## config.mk

```make
export PLATFORM = sky130hd
export DESIGN_NAME = total_targetvol_recon
export DESIGN_NICKNAME = d
export VERILOG_FILES = /design/src/rtl/total_targetvol_recon.sv
export SDC_FILE = /design/constraint.sdc
export NUM_CORES = 1
export LEC_CHECK = 0
export BUFFER_PORTS_ARGS = -buffer_cell sky130_fd_sc_hd__buf_2
export CAP_MARGIN = 20
export CORE_UTILIZATION = 59
export DETAILED_ROUTE_END_ITERATION = 16
export GPL_TIMING_DRIVEN = 0
export PLACE_DENSITY_LB_ADDON = 0.1
export SKIP_CTS_REPAIR_TIMING = 1
export SLEW_MARGIN = 20
export SYNTH_ARGS = -nofsm -noshare
export SYNTH_HDL_FRONTEND = slang
export SYNTH_SLANG_ARGS = --single-unit
```

## constraint.sdc

```tcl
create_clock -name i_clk_20M -period 6.5 [get_ports i_clk_20M]
set_input_delay 0.325 -clock i_clk_20M [delete_from_list [all_inputs] [get_ports i_clk_20M]]
set_output_delay 0.325 -clock i_clk_20M [all_outputs]
set_load 0.01 [all_outputs]
```

## src/rtl/total_targetvol_recon.sv

```systemverilog
// Per-phase total target voltage reconstruction: avg x min(link, P_LINK_MAX).
// One shift-add multiplier is time-shared across phases A, B and C.
module total_targetvol_recon #(
   parameter int unsigned P_LINK_MAX = 48
) (
   input  logic        i_clk_20M,
   input  logic        i_reset,
   input  logic        i_start,
   input  logic [15:0] i_Ave_TargetVolA,
   input  logic [15:0] i_Ave_TargetVolB,
   input  logic [15:0] i_Ave_TargetVolC,
   input  logic [15:0] i_LinkNumA_Work,
   input  logic [15:0] i_LinkNumB_Work,
   input  logic [15:0] i_LinkNumC_Work,
   output logic [31:0] o_TargetVolA,
   output logic [31:0] o_TargetVolB,
   output logic [31:0] o_TargetVolC,
   output logic [2:0]  o_link_clamp,
   output logic        o_busy,
   output logic        o_done
);

   localparam logic [15:0] LINK_LIM = 16'(P_LINK_MAX);

   typedef enum logic [2:0] {
      S_IDLE,
      S_MUL_A,
      S_MUL_B,
      S_MUL_C,
      S_DONE
   } state_t;

   state_t      state_q;
   logic [3:0]  cnt_q;
   logic [31:0] acc_q;
   logic [31:0] acc_d;
   logic [15:0] mul_q;
   logic [15:0] avg_a_q;
   logic [15:0] avg_b_q;
   logic [15:0] avg_c_q;
   logic [15:0] link_b_q;
   logic [15:0] link_c_q;
   logic [31:0] res_a_q;
   logic [31:0] res_b_q;
   logic [31:0] res_c_q;
   logic [2:0]  flag_q;
   logic [31:0] out_a_q;
   logic [31:0] out_b_q;
   logic [31:0] out_c_q;
   logic [2:0]  clamp_q;
   logic        busy_q;
   logic        done_q;

   logic [15:0] lnk_a_c;
   logic [15:0] lnk_b_c;
   logic [15:0] lnk_c_c;
   logic [2:0]  clamp_c;
   logic [15:0] avg_c;
   logic [31:0] mcand_c;

   // Clamp the live link counts so the latched copies are already limited
   always_comb begin
      clamp_c[0] = (i_LinkNumA_Work > LINK_LIM);
      clamp_c[1] = (i_LinkNumB_Work > LINK_LIM);
      clamp_c[2] = (i_LinkNumC_Work > LINK_LIM);
      lnk_a_c    = clamp_c[0] ? LINK_LIM : i_LinkNumA_Work;
      lnk_b_c    = clamp_c[1] ? LINK_LIM : i_LinkNumB_Work;
      lnk_c_c    = clamp_c[2] ? LINK_LIM : i_LinkNumC_Work;
   end

   // Shift-add step: select the active phase average, add when multiplier LSB set
   always_comb begin
      avg_c = 16'd0;
      unique case (state_q)
         S_MUL_A: avg_c = avg_a_q;
         S_MUL_B: avg_c = avg_b_q;
         S_MUL_C: avg_c = avg_c_q;
         default: avg_c = 16'd0;
      endcase
      mcand_c = {{16{avg_c[15]}}, avg_c};
      acc_d   = mul_q[0] ? (acc_q + (mcand_c << cnt_q)) : acc_q;
   end

   // Sequencer: latch, three 16-cycle multiplies, then publish all results at once
   always_ff @(posedge i_clk_20M) begin
      if (i_reset) begin
         state_q  <= S_IDLE;
         cnt_q    <= 4'd0;
         acc_q    <= 32'd0;
         mul_q    <= 16'd0;
         avg_a_q  <= 16'd0;
         avg_b_q  <= 16'd0;
         avg_c_q  <= 16'd0;
         link_b_q <= 16'd0;
         link_c_q <= 16'd0;
         res_a_q  <= 32'd0;
         res_b_q  <= 32'd0;
         res_c_q  <= 32'd0;
         flag_q   <= 3'b000;
         out_a_q  <= 32'd0;
         out_b_q  <= 32'd0;
         out_c_q  <= 32'd0;
         clamp_q  <= 3'b000;
         busy_q   <= 1'b0;
         done_q   <= 1'b0;
      end else begin
         done_q <= 1'b0;
         unique case (state_q)
            S_IDLE: begin
               busy_q <= i_start;
               if (i_start) begin
                  avg_a_q  <= i_Ave_TargetVolA;
                  avg_b_q  <= i_Ave_TargetVolB;
                  avg_c_q  <= i_Ave_TargetVolC;
                  mul_q    <= lnk_a_c;
                  link_b_q <= lnk_b_c;
                  link_c_q <= lnk_c_c;
                  flag_q   <= clamp_c;
                  cnt_q    <= 4'd0;
                  acc_q    <= 32'd0;
                  state_q  <= S_MUL_A;
               end
            end
            S_MUL_A, S_MUL_B, S_MUL_C: begin
               cnt_q <= cnt_q + 4'd1;
               mul_q <= mul_q >> 1;
               acc_q <= acc_d;
               if (cnt_q == 4'd15) begin
                  acc_q <= 32'd0;
                  if (state_q == S_MUL_A) begin
                     res_a_q <= acc_d;
                     mul_q   <= link_b_q;
                     state_q <= S_MUL_B;
                  end else if (state_q == S_MUL_B) begin
                     res_b_q <= acc_d;
                     mul_q   <= link_c_q;
                     state_q <= S_MUL_C;
                  end else begin
                     res_c_q <= acc_d;
                     state_q <= S_DONE;
                  end
               end
            end
            S_DONE: begin
               out_a_q <= res_a_q;
               out_b_q <= res_b_q;
               out_c_q <= res_c_q;
               clamp_q <= flag_q;
               done_q  <= 1'b1;
               state_q <= S_IDLE;
            end
            default: state_q <= S_IDLE;
         endcase
      end
   end

   assign o_TargetVolA = out_a_q;
   assign o_TargetVolB = out_b_q;
   assign o_TargetVolC = out_c_q;
   assign o_link_clamp = clamp_q;
   assign o_busy       = busy_q;
   assign o_done       = done_q;

endmodule

```

==> results.py, run 1 <==
metrics = {
    "detailed_routing": {
        "wl_met2_microns": 21200,
        "dr.max_layer_used": "met4",
        "drtPass1Iterations": 6,
        "drc": 0,
        "wl_per_cell_microns": 19.6,
        "drt_iter0_drc": 1521,
        "wl_met1_microns": 20600,
        "dr_wl_met3_microns": 3860,
        "vias": 14400,
        "wirelength_microns": 47100,
        "vias_per_cell": 6.01,
        "antenna_left": 0,
    },
    "logic_synthesis": {
        "async_flop_share_pct": 0,
        "synth_area_leaders": "dfxtp_1, nand2_1, a21oi_1, nor2_1, a211oi_1",
        "syn_area_sq_um": 15000,
        "synth_seq_cells": 335,
        "synth_top_flop_cell": "dfxtp_1",
        "synth-edff-count": 0,
        "synth_nets": 1955,
        "ys_warn_count": 0,
        "synth_largest_area_cell": "dfxtp_1",
        "ys_types": 75,
        "synth_commonest_cells": "nand2_1, dfxtp_1, a21oi_1, nor2_1, clkbuf_1",
        "syn_inst": 1823,
        "yosysMostFrequentCell": "nand2_1",
        "synth.avg_cell_area_sq_um": 8.21,
        "synth_top_area_share_pct": 44.8,
        "yosysSeqAreaShare_pct": 44.8,
    },
    "cts": {
        "clkSlewWorstSetupHoldPaths_ps": 60,
        "cts_made_buffers": 34,
        "cts_tree": "built",
        "insertion_delay_ps": 530,
        "htreeDepth": 2,
        "cts-root-buf": "clkbuf_16",
        "clock_sinks": 335,
        "clk_path_buf_depth": 3,
    },
    "global_routing": {
        "grt_pass1_wl_microns": 72400,
        "grt_max_degree": 15,
        "first_global_vias": 13300,
        "grtUsageTotal_pct": 35.6,
        "grt_overflow_total": 0,
        "antenna_found_initial": 0,
    },
    "layout": {
        "syn_to_final_growth_pct": 17.3,
        "nets": 2189,
        "antennaDiodeCount": 0,
        "drive_above_1_share_pct": 16.3,
        "post-route-util_pct": 71.4,
    },
    "critical_path": {
        "start_kind": "flip-flop",
        "critPathMaxFanout": 10,
        "crit_path_end_kind": "flip-flop",
        "worstPathRequired_ps": 6870,
        "cpMaxStageDelayCell": "mux2i_1",
        "worstSetupPathType": "reg -> reg",
        "cp_top_family": "multiplexers",
        "crit_path_start": "state_q[1]",
        "slowest_delay_ps": 620,
        "r2r_start": "state_q[1]",
        "crit_chain": "buf_2 > buf_2 > mux2_2 > a22oi_1 > nor2_1 > mux2_2 > mux2i_1 > nor2_1 > nor2_1 > mux2i_1 > ha_1 > and2_1 > and3_1 > a221o_1 > a21o_4 > a211oi_2 > xnor2_1 > mux2i_1 > a211oi_1",
        "worst_ep_arrival_time_ps": 5810,
        "cp_num_buf_inv": 2,
    },
    "pwr": {
        "p_switching_mw": 1.03,
        "ir_drop_mv": 0.304,
        "seqPwrFrac_pct": 47.3,
        "swShare_pct": 23.1,
        "comb_power_share_pct": 6.0,
        "internal-power_mw": 3.42,
        "power_mw": 4.44,
        "power_density_nw_per_um2": 253,
        "p_leak_nw": 6.91,
        "p_clk_share_pct": 46.7,
    },
    "die": {
        "die_w_microns": 161,
        "die_y_microns": 161,
        "dieArea_sq_um": 26000,
        "pin_count": 200,
        "initial_core_util_pct": 60.8,
        "rows": 57,
        "core-area_sq_um": 24600,
    },
    "sta": {
        "rsz0062_at_grt": "false",
        "tightest_slew_ps": 897,
        "final_hold_viol_count": 0,
        "fmax_ghz": 0.184,
        "fin_setup_tns_ps": 0,
        "fin_skew_ps": 17.1,
        "slew_viol_final": 0,
        "period_needed_ps": 5440,
        "relSlewSlack_pct": 40.0,
        "setup_violations": 0,
        "fin_crit_sh_pct": 83.6,
    },
    "place": {
        "portBuffers": 198,
        "place_hpwl_microns": 35500,
        "place_congestion": 0.980,
    },
    "status": {
        "status": "complete, no violations",
    },
    "min_path": {
        "hold_start": "i_Ave_TargetVolC[12]",
        "min_path_type": "in -> reg",
    },
    "job": {
        "cap_violations": 0,
    },
}
==> state kept, by name, indices dropped and copies added (netlist names) <==
register and cells:
res_a_q 32, state_q 3, mul_q 16, o_TargetVolB 32, o_done 1, o_TargetVolC 32, acc_q 32, flag_q 3
link_b_q 16, avg_c_q 16, res_b_q 32, avg_a_q 16, o_TargetVolA 32, avg_b_q 16, res_c_q 32, o_link_clamp 3
o_busy 1, cnt_q 4, link_c_q 16
==> area by class of cell <==
class | count | area (sq um)
Multi-Input combinational cell | 1341 | 7670
Clock buffer | 48 | 1000
Fill cell | 2072 | 7050
Timing Repair Buffer | 198 | 991
Inverter | 10 | 37.5
Buffer | 137 | 557
Sequential cell | 335 | 6710
Clock inverter | 12 | 188
Tap cell | 324 | 405
==> placed cells by master, fill, tap and decap left out, drive strengths merged, types with 16 or more instances in the layout <==
master	instances
nand2	364
dfxtp	335
buf	237
a21oi	225
nor2	208
clkbuf	146
a211oi	66
o21ai	48
mux2	38
mux2i	37
ha	32
a22oi	28
and2	28
nor3	26
a21o	22
xnor2	19
a22o	16
==> through the flow <==
stage	worst slack, ps	cells	area (sq um)	hold slack (ps)
floorplan	2380	1823	15000	429
global placement	1280	2345	16400	437
detailed placement	1270	2345	16400	444
CTS	1210	2405	17600	29.8
global route	863	2405	17600	37.2
finish	1060	2405	17600	33.3
==> power groups by stage <==
stage / logic (mW) / clock network, mW / registers, mW
floorplan: 0.158 / 0 / 2.14
global placement: 0.255 / 0 / 2.14
detailed placement: 0.259 / 0 / 2.15
CTS: 0.261 / 2.07 / 2.10
global route: 0.287 / 2.17 / 2.10
finish: 0.266 / 2.08 / 2.10
==> worst reg2reg max path: stages (launching register included) <==
cell	delay (ps)
dfxtp_1	310
buf_2	210
buf_2	310
mux2_2	410
a22oi_1	340
nor2_1	180
mux2_2	350
mux2i_1	290
nor2_1	70
nor2_1	190
mux2i_1	160
ha_1	380
and2_1	210
and3_1	210
a221o_1	330
a21o_4	220
a211oi_2	240
xnor2_1	110
mux2i_1	620
a211oi_1	160
==> final timing paths <==
path         cells after the start     endpoint  slack (ps)
max                             19  res_a_q[26]        1060
min                              3  avg_c_q[12]          30
max reg2reg                     19  res_a_q[26]        1060
min reg2reg                      2    mul_q[12]         450
==> per-layer routing <==
layer / vias up / global-route usage (%)
met1: 6834 / 49.6
met3: 105 / 4.49
li1: 6841 / -
met4: 0 / 13.2
met2: 668 / 56.4
met5: - / 0
==> cell families (layout without fill, tap and decap cells) <==
logic type / after synthesis / after routing / synth area share, %
adders and majority gates: 33 / 33 / 2.81
muxes: 75 / 75 / 5.44
DFF: 335 / 335 / 44.8
xor gates and xnor gates: 28 / 28 / 1.64
AOI/OAI and AO/OA: 497 / 497 / 21.4
and+or+nand+nor: 708 / 708 / 20.0
buffers and inverters: 147 / 405 / 3.97
Power figures use the tool's default switching activity.
==> run 2: changes to the inputs <==
--- a/config.mk
+++ b/config.mk
@@ -7,7 +7,7 @@
 export LEC_CHECK = 0
 export BUFFER_PORTS_ARGS = -buffer_cell sky130_fd_sc_hd__buf_2
 export CAP_MARGIN = 20
-export CORE_UTILIZATION = 59
+export CORE_UTILIZATION = 52
 export DETAILED_ROUTE_END_ITERATION = 16
 export GPL_TIMING_DRIVEN = 0
 export PLACE_DENSITY_LB_ADDON = 0.1
==> constraint.sdc (replaced) <==
create_clock -name i_clk_20M -period 4.75 [get_ports i_clk_20M]
set_input_delay 0.2375 -clock i_clk_20M [delete_from_list [all_inputs] [get_ports i_clk_20M]]
set_output_delay 0.2375 -clock i_clk_20M [all_outputs]
set_load 0.01 [all_outputs]
==> results.py, run 2 (same netlist as run 1, synthesis figures left out) <==
metrics = {
    "job": {
        "cap_violations": 0,
    },
    "pwr": {
        "power_mw": 6.18,
        "power_density_nw_per_um2": 330,
        "ir_drop_mv": 0.315,
        "p_leak_nw": 7.28,
    },
    "sta": {
        "fmax_ghz": 0.215,
        "final_hold_viol_count": 5,
        "relSlewSlack_pct": 34.0,
        "fin_skew_ps": 13.8,
        "holdWs_ps": -19.4,
        "rsz0062_at_grt": "true",
        "tightest_slew_ps": 987,
        "slew_viol_final": 0,
        "fin_crit_sh_pct": 97.8,
        "period_needed_ps": 4640,
        "fin_setup_tns_ps": 0,
        "setup_violations": 0,
    },
    "critical_path": {
        "slowest_delay_ps": 410,
        "worstPathRequired_ps": 5130,
        "worst_ep_arrival_time_ps": 5020,
        "cpMostUsedCell": "mux2_2",
        "start_kind": "flip-flop",
        "critPathMaxFanout": 9,
        "cpMaxStageDelayCell": "a221oi_4",
        "worstSetupPathType": "reg -> reg",
        "cp_top_family": "compound AO/OA/AOI/OAI gates",
        "crit_path_end_kind": "flip-flop",
        "cp_num_buf_inv": 3,
        "crit_chain": "buf_6 > clkbuf_16 > mux2_2 > a22oi_2 > nor2_1 > mux2_2 > mux2_2 > a21oi_2 > nor2_1 > ha_1 > a21o_1 > a221oi_4 > o22ai_4 > a21o_4 > a211o_2 > and3_1 > mux2i_4 > buf_12 > a211oi_1",
    },
    "cts": {
        "htreeDepth": 2,
        "cts_tree": "built",
        "clk_path_buf_depth": 3,
        "cts-root-buf": "clkbuf_16",
        "insertion_delay_ps": 530,
        "clkSlewWorstSetupHoldPaths_ps": 60,
        "cts_made_buffers": 36,
        "clock_sinks": 335,
    },
    "die": {
        "rows": 61,
        "die_y_microns": 172,
        "dieArea_sq_um": 29500,
        "pin_count": 200,
        "die_w_microns": 172,
        "initial_core_util_pct": 53.3,
        "core-area_sq_um": 28100,
    },
    "layout": {
        "antennaDiodeCount": 0,
        "nets": 2256,
        "multi_input_area_sq_um": 8050,
        "final_cell_mix": "nand2_1, dfxtp_1, a21oi_1",
        "drive_above_1_share_pct": 19.4,
        "layout_commonest_cell": "nand2_1",
        "regArea_sq_um": 6710,
        "fillers": 2476,
        "syn_to_final_growth_pct": 25.0,
    },
    "detailed_routing": {
        "wl_per_cell_microns": 19.6,
        "drt_iter0_drc": 1535,
        "drc": 0,
        "drtPass1Iterations": 6,
        "vias": 14600,
        "vias_per_cell": 5.79,
        "wirelength_microns": 49500,
        "antenna_left": 0,
    },
    "global_routing": {
        "first_global_vias": 13100,
        "grt_pass1_wl_microns": 73100,
        "grt_overflow_total": 0,
        "grtUsageTotal_pct": 32.4,
        "antenna_found_initial": 0,
        "grt_max_degree": 14,
    },
    "status": {
        "status": "complete, but fails checks",
        "violations": "negative hold slack",
    },
    "place": {
        "place_congestion": 0.923,
        "portBuffers": 198,
        "place_hpwl_microns": 36200,
    },
    "min_path": {
        "min_path_type": "in -> reg",
    },
}
run 2: cell count changes in the layout (fill, tap and decap cells not counted), sizes merged:
cell | before | now
inv | 9 | 11
clkinv | 7 | 3
clkbuf | 146 | 153
buf | 237 | 250
bufinv | 4 | 2
dlygate4sd3 | 0 | 51
clkinvlp | 2 | 1
run 2: layout make-up:
class | instances | share of cell area [%]
Clock buffer | 54 | 5.87
Multi-Input combinational cell | 1341 | 43.0
Sequential cell | 335 | 35.8
Inverter | 10 | 0.201
Clock inverter | 7 | 0.629
Timing Repair Buffer | 264 | 8.79
Tap cell | 378 | 2.53
Buffer | 136 | 3.13
run 2: layer usage:
layer	vias up	track usage, %	part of all wire (%)
met5	-	0	0
met4	0	10.6	3.1
met3	111	5.25	8.0
met2	591	51.4	45
met1	6926	44.7	44
li1	6990	-	-
run 2: where the power goes:
group / internal (mW) / total [mW] / switching, mW
combinational: 0.156 / 0.421 / 0.264
sequential: 2.85 / 2.88 / 0.0255
clock: 1.71 / 2.88 / 1.17
total: 4.72 / 6.18 / 1.46
run 2: through the flow:
step | utilization (%) | instances | setup slack (ps) | cell area (sq um) | hold WS, ps
2_1_floorplan | - | 1823 | 635 | 15000 | 363
3_3_place_gp | 58.5 | 2399 | -533 | 16400 | 437
3_5_place_dp | 58.5 | 2399 | -546 | 16400 | 443
4_1_cts | 62.8 | 2460 | -557 | 17600 | -70.7
5_1_grt | 66.6 | 2525 | -35.8 | 18700 | 2.80
6_report | 66.6 | 2525 | 106 | 18700 | -19.4
run 2: worst paths after layout:
| check | slack, ps | end | cells after the start | startpoint |
|---|---|---|---|---|
| max | 110 | res_a_q[30] | 19 | state_q[1] |
| min | -20 | avg_a_q[13] | 3 | i_Ave_TargetVolA[13] |
| max reg2reg | 110 | res_a_q[30] | 19 | state_q[1] |
| min reg2reg | 450 | o_TargetVolC[10] | 2 | o_TargetVolC[10] |
run 2: worst min-delay path: cells and delay by family:
kind	cells	cell delay, ps
AOI/OAI and AO/OA	1	60
and+or+nand+nor	1	60
buffers and inverters	1	90
==> run 3: changes to the inputs <==
--- a/config.mk
+++ b/config.mk
@@ -10,6 +10,7 @@
 export CORE_UTILIZATION = 52
 export DETAILED_ROUTE_END_ITERATION = 16
 export GPL_TIMING_DRIVEN = 0
+export MAX_ROUTING_LAYER = met4
 export PLACE_DENSITY_LB_ADDON = 0.1
 export SKIP_CTS_REPAIR_TIMING = 1
 export SLEW_MARGIN = 20
==> results.py, run 3 (same netlist as run 1, synthesis figures left out) <==
metrics = {
    "sta": {
        "holdWs_ps": -46.4,
        "final_hold_viol_count": 8,
        "relSlewSlack_pct": 40.3,
        "fmax_ghz": 0.215,
        "fin_skew_ps": 17.4,
        "period_needed_ps": 4660,
        "setup_violations": 0,
        "fin_crit_sh_pct": 98.1,
        "slew_viol_final": 0,
        "tightest_slew_ps": 892,
    },
    "cts": {
        "cts_made_buffers": 36,
        "clock_sinks": 335,
        "htreeDepth": 2,
        "cts_tree": "built",
        "cts-root-buf": "clkbuf_16",
        "clkSlewWorstSetupHoldPaths_ps": 60,
        "insertion_delay_ps": 530,
        "clk_path_buf_depth": 3,
    },
    "die": {
        "rows": 61,
        "core-area_sq_um": 28100,
        "die_w_microns": 172,
        "die_y_microns": 172,
        "pin_count": 200,
        "initial_core_util_pct": 53.3,
        "dieArea_sq_um": 29500,
    },
    "place": {
        "place_hpwl_microns": 36300,
        "dp_cells": 2399,
        "place_congestion": 0.948,
        "portBuffers": 198,
    },
    "critical_path": {
        "worstPathRequired_ps": 5140,
        "r2r_start": "state_q[1]",
        "crit_path_end_kind": "flip-flop",
        "start_kind": "flip-flop",
        "worstSetupPathType": "reg -> reg",
        "cpMaxStageDelayCell": "mux2_2",
        "cp_top_family": "multiplexers",
        "path_depth": 19,
        "critPathMaxFanout": 9,
        "slowest_delay_ps": 370,
        "r2r-end": "res_a_q[30]",
        "worst_ep_arrival_time_ps": 5050,
        "r2r_cells": 19,
        "cp_num_buf_inv": 2,
        "cp-endpoint": "res_a_q[30]",
        "crit_chain": "buf_6 > clkbuf_16 > mux2_2 > a22oi_2 > nor2_2 > mux2_2 > mux2i_4 > nor2_1 > nor2_2 > mux2i_2 > ha_1 > and2_1 > and3_1 > a221o_1 > a21o_4 > a211o_2 > and3_1 > mux2i_4 > a211oi_1",
        "r2r_slack_ps": 90,
        "crit_path_start": "state_q[1]",
    },
    "pwr": {
        "p_clk_share_pct": 45.3,
        "power_density_nw_per_um2": 324,
        "swShare_pct": 23.9,
        "p_leak_nw": 7.21,
        "p_switching_mw": 1.44,
        "internal-power_mw": 4.58,
        "comb_power_share_pct": 6.9,
        "ir_drop_mv": 0.324,
        "seqPwrFrac_pct": 47.8,
    },
    "job": {
        "cap_violations": 0,
    },
    "layout": {
        "post-route-util_pct": 66.1,
        "layout_commonest_cell": "nand2_1",
        "final_cell_mix": "nand2_1, dfxtp_1, buf_2, a21oi_1, nor2_1",
        "antennaDiodeCount": 0,
        "layoutNonFillerInstCount": 2523,
        "syn_to_final_growth_pct": 24.0,
        "nets": 2255,
        "drive_above_1_share_pct": 18.9,
    },
    "detailed_routing": {
        "vias": 14600,
        "drc": 0,
        "drt_iter0_drc": 1335,
        "wl_per_cell_microns": 19.4,
        "vias_per_cell": 5.78,
        "antenna_left": 0,
        "drtPass1Iterations": 5,
        "wirelength_microns": 49000,
    },
    "min_path": {
        "min_path_type": "in -> reg",
    },
    "global_routing": {
        "first_global_vias": 12900,
        "grtUsageTotal_pct": 32.9,
        "grt_max_degree": 13,
        "grt_overflow_total": 0,
        "antenna_found_initial": 0,
        "grt_pass1_wl_microns": 72500,
    },
    "status": {
        "status": "complete, but fails checks",
        "violations": "negative hold slack",
    },
}
-- run 3: cell count changes in the layout (fill, tap and decap cells not counted), sizes merged --
cell and delta:
buf +3, bufinv -1, clkbuf -2, dlygate4sd3 -2
-- run 3: final cells by class --
class	count	area, sq um
Buffer	135	578
Clock buffer	54	1040
Clock inverter	6	87.6
Fill cell	2476	9530
Inverter	10	37.5
Multi-Input combinational cell	1341	8010
Sequential cell	335	6710
Tap cell	378	473
Timing Repair Buffer	264	1630
-- run 3: how the worst min path moves through the flow --
stage               depth (start not counted)                 from                to
floorplan                                   1   i_LinkNumB_Work[0]       link_b_q[0]
global placement                            2          res_b_q[26]  o_TargetVolB[26]
detailed placement                          1         link_b_q[13]      link_b_q[13]
CTS                                         2   i_LinkNumB_Work[0]       link_b_q[0]
global route                                3  i_Ave_TargetVolA[4]        avg_a_q[4]
finish                                      3  i_Ave_TargetVolA[1]        avg_a_q[1]
-- run 3: through the flow --
step | setup TNS (ps) | area (sq um) | power (mW) | hold slack, ps | worst slack (ps)
6_report | 0 | 18600 | 6.02 | -46.4 | 89.0
5_1_grt | -113 | 18600 | 6.19 | -6.53 | -22.7
4_1_cts | -13480 | 17600 | 5.98 | -64.7 | -489
3_5_place_dp | -12200 | 16400 | 3.30 | 444 | -468
3_3_place_gp | -11950 | 16400 | 3.29 | 437 | -443
2_1_floorplan | 0 | 15000 | 3.15 | 363 | 635
-- run 3: power groups by stage --
stage                     combinational [mW]  clock (mW)  sequential (mW)
after global placement                 0.356           0             2.94
after detailed placement               0.358           0             2.94
after global routing                   0.446        2.86             2.88
after floorplan                        0.216           0             2.93
after CTS                              0.360        2.74             2.88
final                                  0.416        2.72             2.88
-- run 3: worst reg2reg max path, delay by kind of cell, from the launching register on --
| kind | cells | cell delay [ps] |
|---|---|---|
| buffers and inverters | 2 | 310 |
| flip-flops | 1 | 320 |
| adder cells (fa/ha/maj) | 1 | 370 |
| AO/OA/AOI/OAI | 5 | 1270 |
| multiplexers | 5 | 1310 |
| AND/OR/NAND/NOR | 6 | 950 |
-- run 3: routing by layer --
metal  vias to the layer above  global-route usage, %  part of all wire [%]
li1                       6982                      -                     -
met1                      6897                   45.1                    45
met2                       620                   50.6                    45
met3                        95                   4.12                   7.6
met4                         0                   9.59                   2.9
met5                         -                      -                     0
